`src/rtl/led_fader.sv`:
```
// led_fader: per-channel LED brightness fader with frame-aligned PWM drive.
// Build macro LED_FADER_GAMMA_EN selects a squared (gamma) level-to-duty mapping.
module led_fader #(
    parameter int NCH      = 5,
    parameter int PWM_BITS = 8,
    parameter int STEP_DIV = 4096
) (
    input  logic           clki,
    input  logic           reset,
    input  logic [NCH-1:0] req,
    input  logic           hold,
    output logic [NCH-1:0] led,
    output logic           busy
);

    // state        | meaning
    // CH_OFF       | req=0, level at 0
    // CH_RAMP_UP   | req=1, level below MAX, climbs one count per step_tick
    // CH_ON        | req=1, level at MAX
    // CH_RAMP_DOWN | req=0, level above 0, falls one count per step_tick
    typedef enum logic [1:0] {
        CH_OFF,
        CH_RAMP_UP,
        CH_ON,
        CH_RAMP_DOWN
    } ch_state_e;

    localparam int PW = (STEP_DIV > 1) ? $clog2(STEP_DIV) : 1;
    localparam logic [PWM_BITS-1:0] MAX        = '1;
    localparam logic [PWM_BITS-1:0] LVL_ONE    = PWM_BITS'(1);
    localparam logic [PW-1:0]       PRESC_LAST = PW'(STEP_DIV - 1);
    localparam logic [PW-1:0]       PRESC_ONE  = PW'(1);

    logic [PWM_BITS-1:0]          pwm_cnt_q, pwm_cnt_d;
    logic [PW-1:0]                presc_q, presc_d;
    logic [NCH-1:0][PWM_BITS-1:0] lvl_q, lvl_d;
    logic [NCH-1:0][PWM_BITS-1:0] duty_q, duty_d;
    logic [NCH-1:0]               led_q, led_d;
    logic                         busy_q, busy_d;

    logic                         step_tick;
    logic                         frame_end;
    ch_state_e                    ch_state [NCH];

    function automatic logic [PWM_BITS-1:0] lvl_to_duty(input logic [PWM_BITS-1:0] l);
`ifdef LED_FADER_GAMMA_EN
        logic [2*PWM_BITS-1:0] sq;
        sq = {{PWM_BITS{1'b0}}, l} * {{PWM_BITS{1'b0}}, l};
        sq = sq >> PWM_BITS;
        // Squaring alone tops out below MAX; full level must still mean solid on.
        if (l == MAX) begin
            return MAX;
        end
        return sq[PWM_BITS-1:0];
`else
        return l;
`endif
    endfunction

    assign step_tick = !hold && (presc_q == PRESC_LAST);
    assign frame_end = (pwm_cnt_q == MAX);

    always_comb begin
        pwm_cnt_d = pwm_cnt_q + LVL_ONE;

        presc_d = presc_q;
        if (!hold) begin
            presc_d = (presc_q == PRESC_LAST) ? '0 : presc_q + PRESC_ONE;
        end
    end

    always_comb begin
        for (int i = 0; i < NCH; i++) begin
            if (req[i]) begin
                ch_state[i] = (lvl_q[i] == MAX) ? CH_ON : CH_RAMP_UP;
            end else begin
                ch_state[i] = (lvl_q[i] == '0) ? CH_OFF : CH_RAMP_DOWN;
            end
        end
    end

    always_comb begin
        lvl_d = lvl_q;
        for (int i = 0; i < NCH; i++) begin
            case (ch_state[i])
                CH_RAMP_UP:   if (step_tick) lvl_d[i] = lvl_q[i] + LVL_ONE;
                CH_RAMP_DOWN: if (step_tick) lvl_d[i] = lvl_q[i] - LVL_ONE;
                default:      lvl_d[i] = lvl_q[i];
            endcase
        end
    end

    // Duty only reloads on the last count of a frame, so each frame is whole.
    always_comb begin
        duty_d = duty_q;
        led_d  = '0;
        busy_d = 1'b0;
        for (int i = 0; i < NCH; i++) begin
            if (frame_end) begin
                duty_d[i] = lvl_to_duty(lvl_q[i]);
            end
            led_d[i] = (duty_q[i] == MAX) || (pwm_cnt_q < duty_q[i]);
            if (lvl_q[i] != (req[i] ? MAX : '0)) begin
                busy_d = 1'b1;
            end
        end
    end

    always_ff @(posedge clki or posedge reset) begin
        if (reset) begin
            pwm_cnt_q <= '0;
            presc_q   <= '0;
            lvl_q     <= '0;
            duty_q    <= '0;
            led_q     <= '0;
            busy_q    <= 1'b0;
        end else begin
            pwm_cnt_q <= pwm_cnt_d;
            presc_q   <= presc_d;
            lvl_q     <= lvl_d;
            duty_q    <= duty_d;
            led_q     <= led_d;
            busy_q    <= busy_d;
        end
    end

    assign led  = led_q;
    assign busy = busy_q;

endmodule

```
`config.mk`:
```
export PLATFORM = sky130hd
export DESIGN_NAME = led_fader
export DESIGN_NICKNAME = d
export VERILOG_FILES = /design/src/rtl/led_fader.sv
export SDC_FILE = /design/constraint.sdc
export NUM_CORES = 1
export LEC_CHECK = 0
export ABC_CLOCK_PERIOD_IN_PS = 5150
export BUFFER_PORTS_ARGS = -buffer_cell sky130_fd_sc_hd__buf_2
export CORE_ASPECT_RATIO = 1.25
export CORE_MARGIN = 2
export CORE_UTILIZATION = 45
export CTS_BUF_LIST = sky130_fd_sc_hd__clkbuf_8 sky130_fd_sc_hd__clkbuf_16
export DETAILED_ROUTE_END_ITERATION = 6
export RECOVER_POWER = 50
export SYNTH_ARGS = -nofsm -noshare
export SYNTH_HDL_FRONTEND = slang
export SYNTH_SLANG_ARGS = --single-unit
```
`constraint.sdc`:
```
create_clock -name clki -period 5.15 [get_ports clki]
set_clock_uncertainty 0.2 [all_clocks]
set_input_delay 1.03 -clock clki [delete_from_list [all_inputs] [get_ports clki]]
set_output_delay 1.03 -clock clki [all_outputs]
set_load 0.1 [all_outputs]
```
==> flow_summary.rst, run 1 <==
.. list-table::
   :header-rows: 1

   * - Metric
     - Value
   * - Hold path cells
     - 1
   * - EDFF count, synth
     - 0
   * - Seq pwr share
     - 0.504
   * - Type of the worst setup path
     - flop to flop
   * - Iteration count of the initial detailed-routing pass
     - 6
   * - Synth Area per Inst
     - 10.39 um2
   * - Share of the synthesized area in compound gates (AO/OA/AOI/OAI)
     - 0.1470
   * - Inserted Diodes
     - 0
   * - Gpl congestion
     - 0.8442
   * - Design Power
     - 1.726 mW
   * - CP endpoint kind
     - flop
   * - Final critical path time including I/O delays and setup
     - 3.373 ns
   * - Total number of nets in the final design
     - 738
   * - Pin count of the biggest net entering global routing
     - 82
   * - Asr flop ratio synth
     - 1.000
   * - Share of total power in the clock network
     - 0.428
   * - Inst Count DP
     - 825
   * - Critical Path Start Type
     - flop
   * - Antenna violations before repair
     - 0
   * - Clock sink count
     - 106
   * - Longest Clk Path Bufs
     - 2
   * - Number of warning messages in the yosys log
     - 0
   * - Violated checks
     - DRC
   * - Vias in the first global route
     - 4666
   * - Critical path buffer and inverter count
     - 1
   * - Most used DFF post-synth
     - sky130_fd_sc_hd__dfrtp_1
   * - IR drop worst, VDD
     - 155.5 uV
   * - Clock-pin slew of the registers on the worst-case setup and hold paths
     - 0.08 ns
   * - Biggest area contributors in the synthesized netlist
     - sky130_fd_sc_hd__dfrtp_1, sky130_fd_sc_hd__ha_1, sky130_fd_sc_hd__mux2_2
   * - Data arrival time of the critical path
     - 3.42 ns
   * - Routed length per placed instance
     - 15.14 um
   * - Switching power of the nets
     - 0.4035 mW
   * - Die outline area
     - 15820 um2
   * - Worst path setup slack after routing
     - 1.777 ns
   * - Max capacitance violation total
     - 0
   * - Slowest CP cell
     - sky130_fd_sc_hd__or4_2
   * - Chip Width
     - 112.9 um
   * - Post-synth design cell area
     - 6673 um2
   * - Adder-Cell Fraction of Synth Area
     - 0.1406
   * - Clock insertion delay at the later pin of the skew report
     - 0.36 ns
   * - Dominant combinational cell family by area after synthesis
     - compound AO/OA/AOI/OAI gates
   * - RSZ-0062 raised after global routing
     - false
   * - Critical path depth
     - 9
   * - Cell-internal power
     - 1.323 mW
   * - Power per cell area
     - 238.5 nW/um2
   * - Final-layout setup total negative slack
     - 0 ns
   * - Area fraction of the dominant cell type after synthesis
     - 0.3975
   * - Area of the core region
     - 14470 um2
   * - Cell taking the most area after synthesis
     - sky130_fd_sc_hd__dfrtp_1
   * - Number of standard cells in the layout, taps in and fillers out
     - 841
   * - Global-route wire length before repair
     - 22.31 mm
   * - Synth top cells by count
     - sky130_fd_sc_hd__dfrtp_1, sky130_fd_sc_hd__ha_1, sky130_fd_sc_hd__inv_1, sky130_fd_sc_hd__mux2_2, sky130_fd_sc_hd__a21oi_1
   * - Cell at the root of the clock tree
     - sky130_fd_sc_hd__clkbuf_16
   * - Depth of the most critical reg-to-reg path
     - 9
   * - Total of buffers placed on input and output ports
     - 13
   * - Xor-xnor portion of the synthesized cell area
     - 0.05119
   * - Number of buffers added to fix hold violations after cts
     - 0
   * - Count of cell types in the netlist
     - 51
   * - Setup fix buffers added after clock tree synthesis
     - 0
   * - Chain of cells forming the critical path
     - or4_2 > o21bai_2 > inv_1 > ha_1 > nor2b_1 > o31a_1 > o21a_1 > or3_1 > a31o_2
   * - Number of fill cells in the layout
     - 1306
   * - TritonCTS clock tree
     - built
   * - Synthesized-area fraction occupied by and/or/nand/nor cells
     - 0.1311
   * - Share of post-route cells with drive strength above 1
     - 0.1554
   * - Number of nets produced by synthesis
     - 722
   * - Worst path required time
     - 5.19 ns
   * - Lkg Pwr
     - 3.379 nW
   * - Vias post-DR
     - 4698
   * - Most frequent cell after synthesis
     - sky130_fd_sc_hd__dfrtp_1
   * - Number of vias per cell after detailed routing
     - 5.586
   * - Total CTS buffers
     - 9
   * - # setup viols final
     - 0
   * - Fmax
     - 296.5 MHz
   * - Worst-path maximum fanout
     - 6
   * - Family of cells with the greatest summed delay on the critical path
     - simple AND/OR/NAND/NOR gates
   * - Die height
     - 140.1 um
   * - Transition time at the pin with the least slew margin
     - 1.408 ns
   * - Register-to-Register Setup Slack
     - 1.78 ns
   * - Post-Syn Instances
     - 642
   * - Placement Setup Slack
     - 1.679 ns
   * - Register area share after synthesis
     - 0.3975
   * - Final count of pins violating max slew
     - 0
   * - Remaining number of nets flagged by the antenna check after routing
     - 0
   * - Dpl hpwl
     - 9.403 mm
   * - Post-route clock period utilization
     - 0.6549
   * - Hold/Removal Path Class
     - flop to flop
   * - Largest stage delay on the critical path
     - 0.74 ns
   * - Fraction of power spent switching nets
     - 0.2338
   * - Synthesis-to-finish area growth
     - 8.475%
   * - All-layer global routing usage
     - 0.1735
   * - Level count of the clock H-tree
     - 3
   * - GR Overflow Total
     - 0
   * - Post-detailed-routing wire length
     - 12.73 mm
   * - Drt initial violations
     - 201
   * - Drt drc
     - 2
   * - Initial cell density of the core
     - 0.4612
   * - Register bit total from synthesis
     - 106
   * - Multiplexer area fraction after synthesis
     - 0.09226
   * - Combinational Power Share
     - 0.068
   * - Outcome
     - finished with violations
   * - Rel. slew slack
     - 0.06146
   * - Count of final hold-check violations
     - 0
   * - Post-cts gate resize count
     - 0
   * - Number of core rows
     - 49
   * - Total I/O pin count
     - 14
worst paths after layout:
kind | startpoint | end
hold / removal | presc_q[11] | presc_q[11]
hold reg to reg | presc_q[11] | presc_q[11]
min in group asynchronous | reset | presc_q[6]
max in group asynchronous | reset | duty_q[4]
setup reg to reg | lvl_q[12] | lvl_q[14]
setup / recovery | lvl_q[12] | lvl_q[14]
cell usage in the layout (no fill, tap or decap), types with 7 or more instances in the layout:
master,netlist,layout
sky130_fd_sc_hd__nand3_1,14,13
sky130_fd_sc_hd__xnor2_1,31,31
sky130_fd_sc_hd__nor3_1,8,8
sky130_fd_sc_hd__nor2b_1,10,10
sky130_fd_sc_hd__a31o_2,7,7
sky130_fd_sc_hd__mux2_2,52,52
sky130_fd_sc_hd__xor2_1,8,8
sky130_fd_sc_hd__ha_1,67,67
sky130_fd_sc_hd__buf_2,5,11
sky130_fd_sc_hd__inv_1,59,58
sky130_fd_sc_hd__clkbuf_16,0,9
sky130_fd_sc_hd__dfrtp_1,106,106
sky130_fd_sc_hd__o21a_1,10,10
sky130_fd_sc_hd__a21o_1,20,20
sky130_fd_sc_hd__nand2_1,25,25
sky130_fd_sc_hd__o21ai_0,38,38
sky130_fd_sc_hd__nand4_1,25,25
sky130_fd_sc_hd__a21oi_1,43,43
sky130_fd_sc_hd__nor2_1,27,27
worst reg2reg max path, stage by stage, from the launching register on:
cell and delay (ns):
sky130_fd_sc_hd__dfrtp_1 0.43, sky130_fd_sc_hd__or4_2 0.74, sky130_fd_sc_hd__o21bai_2 0.23, sky130_fd_sc_hd__inv_1 0.17
sky130_fd_sc_hd__ha_1 0.36, sky130_fd_sc_hd__nor2b_1 0.16, sky130_fd_sc_hd__o31a_1 0.26, sky130_fd_sc_hd__o21a_1 0.18
sky130_fd_sc_hd__or3_1 0.30, sky130_fd_sc_hd__a31o_2 0.24
metal layers:
layer / wire, um / GRT usage / up-vias
li1: - / - / 2360
met1: 5803 / 0.2285 / 2286
met2: 6391 / 0.2930 / 39
met3: 326 / 0.02423 / 13
met4: 209 / 0.06162 / 0
met5: 0 / 0 / -
final cells by class:
type                    count  area [um2]  area share
well taps                 178       222.7     0.03077
multi-input cells         468        3756      0.5189
clock inverters             7       91.34     0.01262
repair buffers             14       66.31    0.009162
flip-flops and latches    106        2653      0.3665
inverters                  59       224.0     0.03094
clock buffers               9       225.2     0.03111
logic make-up after synthesis:
group	after synthesis
flops	106
simple gates	152
mux	55
buf+inv	68
xor+xnor	39
compound gates	150
fa+ha+maj	72
power by group through the flow:
stage / clock network (mW) / registers (mW) / logic [mW]
after global routing: 0.791 / 0.874 / 0.135
after floorplan: 0 / 0.882 / 0.0922
after detailed placement: 0 / 0.887 / 0.119
after global placement: 0 / 0.885 / 0.115
final: 0.738 / 0.871 / 0.117
after CTS: 0.759 / 0.870 / 0.120
through the flow:
stage                 util  hold slack [ns]  area [um2]
floorplan                -           0.2428        6673
global placement    0.4788           0.2679        6928
detailed placement  0.4788           0.2617        6928
CTS                 0.5007           0.2727        7244
global route        0.5003           0.2805        7238
finish              0.5003           0.2807        7238
flip-flops by register name (all words and copies together) (netlist names):
register and cells:
busy 1, duty_q 40, led 5, lvl_q 40
presc_q 12, pwm_cnt_q 8
(Power assumes the default switching activity.)
==> run 2: changes to the inputs <==
Settings changed: ABC_CLOCK_PERIOD_IN_PS 5150 to 3000.
Clock period 5.15 ns to 3 ns, I/O delays scaled along.
==> run 2 against run 1 <==
Net effect:
- the flow finishes with violations (setup timing)
- clock power is 61% higher
- die area is the same
- non-clock buffer count grew 89
- flip-flop and latch count stayed put
- critical path depth increased by 1
- fmax is 9.7% higher
- worst setup slack worse by 1.9 ns
- first-iteration DRC count rose by 0.50%
- clock-buffer cell count stayed put
- via count is 9.3% higher
==> flow_summary.rst, run 2 (synthesis results as in run 1) <==
.. list-table::
   :header-rows: 1

   * - Metric
     - Value
   * - CP endpoint kind
     - flop
   * - Met1 layer usage reported by global route
     - 0.2306
   * - Dpl hpwl
     - 10.29 mm
   * - # setup viols final
     - 2
   * - Worst path setup slack after routing
     - -0.07356 ns
   * - Level count of the clock H-tree
     - 3
   * - Grt met2 use
     - 0.3304
   * - Registers with the highest flip-flop counts
     - duty_q: 40 flops, lvl_q: 40 flops, presc_q: 12 flops
   * - Pin count of the biggest net entering global routing
     - 35
   * - Initial cell density of the core
     - 0.4612
   * - Depth of the most critical reg-to-reg path
     - 10
   * - Routed length per placed instance
     - 15.55 um
   * - Drt drc
     - 0
   * - Type of the worst setup path
     - flop to flop
   * - Chip Width
     - 112.9 um
   * - TritonCTS clock tree
     - built
   * - Iteration count of the initial detailed-routing pass
     - 4
   * - Worst Min Path Start
     - presc_q[11]
   * - Combinational Power Share
     - 0.082
   * - Number of core rows
     - 49
   * - Core occupancy in the finished layout
     - 0.5653
   * - Synthesis-to-finish area growth
     - 22.58%
   * - Post-detailed-routing wire length
     - 14.46 mm
   * - Final count of pins violating max slew
     - 0
   * - Worst path required time
     - 3.05 ns
   * - Cell at the root of the clock tree
     - sky130_fd_sc_hd__clkbuf_16
   * - Share of total power in the clock network
     - 0.407
   * - Die outline area
     - 15820 um2
   * - Outcome
     - finished with violations
   * - Power per cell area
     - 356.6 nW/um2
   * - Data arrival time of the critical path
     - 3.12 ns
   * - Lkg Pwr
     - 3.837 nW
   * - Seq pwr share
     - 0.512
   * - Vias in the first global route
     - 5233
   * - Critical Path Start Type
     - flop
   * - Total CTS buffers
     - 9
   * - Count of final hold-check violations
     - 0
   * - Area of the core region
     - 14470 um2
   * - All-layer global routing usage
     - 0.1881
   * - Clock sink count
     - 106
   * - Hold/Removal Path Class
     - flop to flop
   * - Switching power of the nets
     - 0.6963 mW
   * - Clock insertion delay at the later pin of the skew report
     - 0.35 ns
   * - Cell-internal power
     - 2.220 mW
   * - Global-route wire length before repair
     - 24.29 mm
   * - Commonest non-fill, non-tap cell in the layout
     - sky130_fd_sc_hd__dfrtp_1
   * - Sequential Area
     - 2653 um2
   * - Max capacitance violation total
     - 0
   * - Post-route clock period utilization
     - 1.025
   * - Multi-input logic area
     - 4019 um2
   * - Total of buffers placed on input and output ports
     - 13
   * - Longest Clk Path Bufs
     - 2
   * - Antenna violations before repair
     - 0
   * - Total I/O pin count
     - 14
   * - Share of post-route cells with drive strength above 1
     - 0.3085
   * - Vias post-DR
     - 5136
   * - Transition time at the pin with the least slew margin
     - 1.392 ns
   * - Most frequent cells in the layout
     - sky130_fd_sc_hd__dfrtp_1, sky130_fd_sc_hd__buf_4, sky130_fd_sc_hd__inv_1, sky130_fd_sc_hd__ha_1, sky130_fd_sc_hd__mux2_2
   * - Violated checks
     - setup timing
   * - Number of vias per cell after detailed routing
     - 5.523
   * - Number of buffers added to fix hold violations after cts
     - 0
   * - Reg-to-reg critical path endpoint
     - lvl_q[38]
   * - Remaining number of nets flagged by the antenna check after routing
     - 0
   * - IR drop worst, VDD
     - 311.0 uV
   * - Worst-path maximum fanout
     - 5
   * - FF-to-FF Start
     - lvl_q[39]
   * - Inserted Diodes
     - 0
   * - Worst min-delay path endpoint
     - presc_q[11]
   * - Most used routing layer
     - met2
   * - Hold path cells
     - 1
   * - Design Power
     - 2.917 mW
   * - Gpl congestion
     - 0.8633
   * - Drt initial violations
     - 202
   * - Global routing met3 resource utilization
     - 0.03938
   * - Fmax
     - 325.4 MHz
   * - Total number of nets in the final design
     - 827
   * - Clock-pin slew of the registers on the worst-case setup and hold paths
     - 0.07 ns
   * - GR Overflow Total
     - 0
   * - Fraction of power spent switching nets
     - 0.2387
   * - Number of fill cells in the layout
     - 1244
   * - Final critical path time including I/O delays and setup
     - 3.074 ns
   * - Rel. slew slack
     - 0.06677
   * - Die height
     - 140.1 um
   * - RSZ-0062 raised after global routing
     - true
   * - Register-to-Register Setup Slack
     - -0.07 ns
==> run 2: changes by cell type in the layout (fill, tap and decap cells not counted), moves of 3 or more <==
cell	previous run	this run
sky130_fd_sc_hd__ha_2	0	4
sky130_fd_sc_hd__clkinv_4	0	3
sky130_fd_sc_hd__a21oi_1	43	40
sky130_fd_sc_hd__a211oi_1	6	2
sky130_fd_sc_hd__ha_1	67	53
sky130_fd_sc_hd__or4_1	6	0
sky130_fd_sc_hd__a211oi_2	2	6
sky130_fd_sc_hd__or4_4	0	8
sky130_fd_sc_hd__inv_1	58	54
sky130_fd_sc_hd__ha_4	0	10
sky130_fd_sc_hd__a21oi_2	0	3
sky130_fd_sc_hd__buf_4	0	85
==> run 2: worst max path at each step <==
stage | from | end | slack (ns) | depth (start not counted)
2_1_floorplan | lvl_q[35] | lvl_q[38] | 0.01 | 10
3_3_place_gp | lvl_q[35] | lvl_q[38] | 0.006 | 10
3_5_place_dp | lvl_q[27] | lvl_q[30] | -0.05 | 10
4_1_cts | lvl_q[31] | lvl_q[31] | -0.001 | 11
5_1_grt | lvl_q[39] | lvl_q[38] | -0.15 | 10
6_report | lvl_q[39] | lvl_q[38] | -0.07 | 10
==> run 2: area by class of cell <==
class	instances	share of cell area
clock inverters	7	0.009484
clock buffers	9	0.02754
repair buffers	103	0.09148
inverters	59	0.02861
well taps	178	0.02723
multi-input cells	468	0.4914
flip-flops and latches	106	0.3243
==> run 2: repair_timing <==
item,in CTS,in global routing
pin swaps,2,12
setup endpoints to repair,5,13
buffers inserted,28,9
resized for setup,8,38
==> run 2: per-stage QoR <==
stage / setup WS [ns] / std cells / hold WS (ns) / cell area [um2] / setup TNS, ns
floorplan: 0.01008 / 642 / 0.2428 / 6704 / 0
detailed placement: -0.04952 / 879 / 0.3023 / 7400 / -0.1190
finish: -0.07356 / 930 / 0.3026 / 8179 / -0.1042
global route: -0.1523 / 930 / 0.3112 / 8179 / -0.3922
global placement: 0.005761 / 879 / 0.2614 / 7400 / 0
CTS: -0.001490 / 923 / 0.1877 / 7965 / -0.001490
==> run 2: power groups by stage <==
stage          clock network (mW)  logic, mW  registers, mW
3_5_place_dp                    0      0.223           1.52
4_1_cts                      1.22      0.228           1.49
2_1_floorplan                   0      0.160           1.51
6_report                     1.19      0.238           1.49
5_1_grt                      1.28      0.271           1.50
3_3_place_gp                    0      0.217           1.52
==> run 2: per-layer routing <==
metal	wire, um	share of wire	vias up
met2	7490	0.52	59
met4	281	0.019	0
met5	0	0	-
met3	344	0.024	24
met1	6341	0.44	2519
li1	-	-	2534
==> run 2: worst max-delay path, cell delays in order (launching register included) <==
cell	delay (ns)
sky130_fd_sc_hd__dfrtp_1	0.39
sky130_fd_sc_hd__or4_4	0.58
sky130_fd_sc_hd__nor2_4	0.14
sky130_fd_sc_hd__or2_4	0.14
sky130_fd_sc_hd__clkinvlp_4	0.16
sky130_fd_sc_hd__ha_4	0.25
sky130_fd_sc_hd__nor2b_4	0.12
sky130_fd_sc_hd__o31a_1	0.26
sky130_fd_sc_hd__o21a_1	0.18
sky130_fd_sc_hd__or3_1	0.30
sky130_fd_sc_hd__a31o_2	0.24
